[src/rtl/fir_pkg.sv]
// Shared constants for the FIR coefficient controller: controller states and bus widths.
// Pure declarations with no logic, so it adds no latency and applies no backpressure.
package fir_pkg;
    localparam int NTAP    = 33;
    localparam int COEFF_W = 16;
    localparam int SMP_W   = 3;

    localparam logic [1:0] ST_IDLE = 2'd0;
    localparam logic [1:0] ST_LOAD = 2'd1;
    localparam logic [1:0] ST_RUN  = 2'd2;
endpackage

[src/rtl/fir_rate_gen.sv]
// Sample-rate divider: strobes en_acc for one cycle, registering the raw sample, every DIV cycles while run is high.
// The first strobe comes DIV cycles after run rises; there is no backpressure, and the counter is held at 0 while run is low.
module fir_rate_gen
    import fir_pkg::*;
#(
    parameter int DIV = 4
) (
    input  logic             clk,
    input  logic             rst,
    input  logic             run,
    input  logic [SMP_W-1:0] sample_raw,
    output logic [SMP_W-1:0] sample_reg,
    output logic             en_acc
);
    localparam logic [7:0] CNT_LAST = 8'(DIV - 1);

    logic [7:0] cnt;

    always_ff @(posedge clk or posedge rst) begin
        if (rst) begin
            cnt        <= '0;
            en_acc     <= 1'b0;
            sample_reg <= '0;
        end else begin
            en_acc <= 1'b0;
            if (!run) begin
                cnt <= '0;
            end else if (cnt == CNT_LAST) begin
                cnt        <= '0;
                en_acc     <= 1'b1;
                sample_reg <= sample_raw;
            end else begin
                cnt <= cnt + 8'd1;
            end
        end
    end
endmodule

[src/rtl/fir_coeff_ctrl.sv]
// Coefficient-load FSM (IDLE/LOAD/RUN) and coefficient bank, plus the sample-rate strobe for a transposed FIR.
// Coefficient writes land on the edge they are sampled; the block applies no backpressure.
module fir_coeff_ctrl
    import fir_pkg::*;
#(
    parameter int DIV  = 4,
    parameter int NTAP = fir_pkg::NTAP
) (
    input  logic                    iClk_12M,
    input  logic                    iRst,
    input  logic                    iLoadReq,
    input  logic                    iLoadDone,
    input  logic                    iCoeffWrEn,
    input  logic [5:0]              iCoeffAddr,
    input  logic [15:0]             iCoeffData,
    input  logic [2:0]              iFirIn,
    output logic [2:0]              oFirIn,
    output logic                    oEnAcc,
    output logic [16*NTAP-1:0]      oCoeff,
    output logic                    oBusy,
    output logic                    oAddrErr
);
    localparam logic [6:0] ADDR_MAX = 7'(NTAP);

    logic [1:0]              state;
    logic [1:0]              state_nxt;
    logic [COEFF_W*NTAP-1:0] coeff;
    logic                    wr_hit;
    logic                    addr_ok;
    logic                    run_en;
    logic                    addr_err;

    always_comb begin
        state_nxt = state;
        case (state)
            ST_IDLE: if (iLoadReq)  state_nxt = ST_LOAD;
            ST_LOAD: if (iLoadDone) state_nxt = ST_RUN;
            ST_RUN:  if (iLoadReq)  state_nxt = ST_LOAD;
            default: state_nxt = ST_IDLE;
        endcase
    end

    always_ff @(posedge iClk_12M or posedge iRst) begin
        if (iRst) state <= ST_IDLE;
        else      state <= state_nxt;
    end

    assign wr_hit  = (state == ST_LOAD) && iCoeffWrEn;
    assign addr_ok = (iCoeffAddr != 6'd0) && ({1'b0, iCoeffAddr} <= ADDR_MAX);

    // Bank only changes in LOAD, so the filter never sees a coefficient move mid-stream.
    always_ff @(posedge iClk_12M or posedge iRst) begin
        if (iRst) begin
            coeff <= '0;
        end else if (wr_hit && addr_ok) begin
            for (int k = 0; k < NTAP; k++) begin
                if (iCoeffAddr == 6'(k + 1)) coeff[k*COEFF_W +: COEFF_W] <= iCoeffData;
            end
        end
    end

    always_ff @(posedge iClk_12M or posedge iRst) begin
        if (iRst)                                              addr_err <= 1'b0;
        else if ((state != ST_LOAD) && (state_nxt == ST_LOAD)) addr_err <= 1'b0;
        else if (wr_hit && !addr_ok)                           addr_err <= 1'b1;
    end

    // Dropping run on the RUN->LOAD edge clears the counter there, so no strobe leaks out.
    assign run_en = (state == ST_RUN) && (state_nxt == ST_RUN);

    fir_rate_gen #(
        .DIV (DIV)
    ) u_rate_gen (
        .clk        (iClk_12M),
        .rst        (iRst),
        .run        (run_en),
        .sample_raw (iFirIn),
        .sample_reg (oFirIn),
        .en_acc     (oEnAcc)
    );

    assign oCoeff   = coeff;
    assign oBusy    = (state == ST_LOAD);
    assign oAddrErr = addr_err;
endmodule

[config.mk]
export PLATFORM = sky130hd
export DESIGN_NAME = fir_coeff_ctrl
export DESIGN_NICKNAME = d
export VERILOG_FILES = /design/src/rtl/fir_pkg.sv /design/src/rtl/fir_rate_gen.sv /design/src/rtl/fir_coeff_ctrl.sv
export SDC_FILE = /design/constraint.sdc
export NUM_CORES = 1
export LEC_CHECK = 0
export ABC_CLOCK_PERIOD_IN_PS = 50900
export BUFFER_PORTS_ARGS = -buffer_cell sky130_fd_sc_hd__buf_4
export CAP_MARGIN = 15
export CORE_MARGIN = 2
export CORE_UTILIZATION = 45
export CTS_CLUSTER_DIAMETER = 50
export CTS_CLUSTER_SIZE = 40
export DETAILED_ROUTE_END_ITERATION = 10
export PLACE_DENSITY = 0.74
export SLEW_MARGIN = 0
export SYNTH_ARGS = -nofsm -noshare
export SYNTH_HDL_FRONTEND = slang
export SYNTH_SLANG_ARGS = --single-unit
[constraint.sdc]
create_clock -name iClk_12M -period 50.9 [get_ports iClk_12M]
set_input_delay 2.545 -clock iClk_12M [delete_from_list [all_inputs] [get_ports iClk_12M]]
set_output_delay 2.545 -clock iClk_12M [all_outputs]
set_load 0.01 [all_outputs]
==> results.ini <==
[run_status]
status = finished clean

[clocking]
cts_root_buf = clkbuf_16
clk_latency_ns = 0.58
cts_htree_levels = 2
ctsResizeCount = 0
clk_path_buf_depth = 3
cts_buffers = 46
hold_buffers = 0
cts.sinks = 543
cts_tree = done
post_cts_buffers = 0
cts.clk_slew.worst_paths_ns = 0.08

[synthesis]
netlist_top_cells_area = dfrtp_1 (65%), mux2_2 (29%), clkbuf_1 (0.90%), buf_2 (0.82%), nor3_4 (0.47%)
synthAdderAreaFrac_pct = 0.06018
synth.largest_area_cell = dfrtp_1
mappedNetlistArea_um2 = 20790
synth_top_family_by_area = multiplexers
synthMuxAreaShare_pct = 28.81
synth_nets = 1297
synth-compound-area-share_pct = 0.2648
synthSimpleGateAreaFrac_pct = 3.262
synth_top_area_share_pct = 65.36
synthesis.instances = 1266
synth.avg_cell_area_um2 = 16.42
synth_xor_area_share_pct = 0.1264
yosysWarnings = 0
synth_edf_count = 0
yosysUniqueCellTypes = 38
ys_seq_area_share_pct = 65.36
ys_ff_latch = 543
ys_async_sr_fraction_pct = 100.0
yosys_most_used_dff = dfrtp_1

[setup_path]
cpMostUsedCell = buf_4
worstPathArrival_ns = 5.30
required_ns = 51.47
slowest_stage = buf_4
max_stage_delay_ns = 0.87
cp_max_fo = 156
endpoint_kind = asynchronous set/reset pin
worstSetupStartpointType = input port
r2r_setup_slack_ns = 47.79
path_cells = buf_4 > inv_8 > buf_4 > buf_4
critical_path_class = in2async

[sta]
layout_setup_ws_ns = 46.16
clock_skew_ns = 0.01250
tns_ns = 0
min_period_ns = 4.736
maxSlewHeadroom_pct = 19.51
tightest_slew_ns = 1.203
fmax_mhz = 211.1
setup_violations = 0
hold_violations = 0
rsz0062_at_grt = false
slew_violations = 0
fin_crit_sh_pct = 9.305

[grt]
antenna_found_initial = 0
grt_pass1_vias = 13280
grt_pass1_wl_mm = 86.84
grt_overflow_total = 0
track_usage_pct = 24.30
grt_max_degree = 161

[route]
drt_iter0_drc = 813
drt_first_pass_iters = 4
wl_per_cell_um = 24.42
wl_mm = 59.27
route.detailed.drc = 0
drtAntennaViolNets = 0
avgViaCountPerCell = 5.349
route.vias.total = 12980

[power]
powerDensity_nw_per_um2 = 37.30
leakage_nw = 14.51
swShare_pct = 26.60
clkPwrFrac_pct = 36.9
combPwrFrac_pct = 14.6
switchingPower_mw = 0.2688
p_seq_share_pct = 48.5
finalPower_mw = 1.011
vdd_drop_max_mv = 0.02924
internal_power_mw = 0.7419

[finish]
fin_cells = 2427
diodes = 0
nets = 1821
largest_reg_flops = 528
fillCellCount = 3640
drive_above_1_share_pct = 66.39
syn_to_final_growth_pct = 30.34

[run]
maxCapViolations = 0

[floorplan]
start_util_pct = 45.71
die_y_um = 218.9
core-area_um2 = 45480
die_x_um = 218.9
dieArea_um2 = 47930
num_rows = 78
ios = 564

[placement]
io_buffer_count = 563
place.gp.congestion = 0.7840
dp_hpwl_mm = 40.73
place_ws_ns = 45.44
dp_cells = 2342

[hold_path]
hold_class = reg2reg

==> synth_stat cells (all sizes together), types with 4 or more instances <==
master,count
buf,44
clkbuf,50
dfrtp,543
mux2,531
nor4b,4
nand2,6
nand3,21
nor3,14
o21ai,5
nor2,6
nand4bb,4
inv,4
==> per-layer routing <==
layer	global-route usage, %	routed length [um]	share of wire [%]	up-vias
met5	0	0	0	-
met3	5.308	3938	6.6	110
met4	10.07	2333	3.9	0
li1	-	-	-	5539
met1	31.57	24100	41	6903
met2	39.67	28900	49	429
==> worst max-delay path, delay by kind of cell <==
family                 cells  cell delay [ns]
buffers and inverters      4             2.55
==> kinds of logic after synthesis <==
group | Yosys count
simple gates | 79
buf+inv | 98
compound gates | 10
flops | 543
mux | 532
fa+ha+maj | 1
xor+xnor | 3
==> cells in the final DEF (no fill, tap or decap), types with 4 or more instances in the layout <==
cell | netlist | routed
nand3_2 | 6 | 6
nand4bb_1 | 4 | 4
buf_4 | 8 | 569
dfrtp_1 | 543 | 543
nor2_1 | 6 | 6
mux2_2 | 528 | 528
nor4b_2 | 4 | 4
o21ai_0 | 5 | 5
clkinv_4 | 0 | 4
nor3_4 | 6 | 13
clkbuf_16 | 0 | 49
inv_8 | 0 | 7
nand2_1 | 6 | 6
inv_6 | 0 | 8
clkinv_8 | 0 | 5
nand3_1 | 15 | 15
==> worst paths after layout <==
check / startpoint / endpoint / depth (start not counted)
min in group asynchronous: iRst / oCoeff[296]$_DFFE_PP0P_ / 2
max: iRst / oCoeff[494]$_DFFE_PP0P_ / 4
min: oCoeff[53]$_DFFE_PP0P_ / oCoeff[53]$_DFFE_PP0P_ / 1
min reg2reg: oCoeff[53]$_DFFE_PP0P_ / oCoeff[53]$_DFFE_PP0P_ / 1
max in group iClk_12M: iCoeffAddr[1] / oCoeff[522]$_DFFE_PP0P_ / 4
max reg2reg: state[1]$_DFF_PP0_ / oCoeff[522]$_DFFE_PP0P_ / 3
==> power by group through the flow <==
stage / Sequential [mW] / Clock (mW) / Combinational (mW)
2_1_floorplan: 0.513 / 0 / 0.0472
3_3_place_gp: 0.496 / 0 / 0.147
3_5_place_dp: 0.498 / 0 / 0.149
4_1_cts: 0.490 / 0.381 / 0.150
5_1_grt: 0.495 / 0.400 / 0.157
6_report: 0.490 / 0.373 / 0.148
==> cell type report <==
type / count / area (um2) / area share (%)
flip-flops and latches: 543 / 13590 / 50.15
multi-input cells: 625 / 6818 / 25.16
repair buffers: 570 / 4292 / 15.84
clock buffers: 54 / 1275 / 4.705
well taps: 600 / 750.7 / 2.770
clock inverters: 31 / 351.6 / 1.298
inverters: 4 / 22.52 / 0.08311
==> stage by stage <==
stage / hold WS (ns) / util [%] / instance area, um2
3_5_place_dp: 0.4920 / 56.01 / 25470
5_1_grt: 0.5146 / 59.58 / 27100
6_report: 0.5039 / 59.58 / 27100
2_1_floorplan: 0.4735 / - / 20790
3_3_place_gp: 0.4751 / 56.01 / 25470
4_1_cts: 0.5091 / 59.58 / 27100
Power figures use the tool's default switching activity.
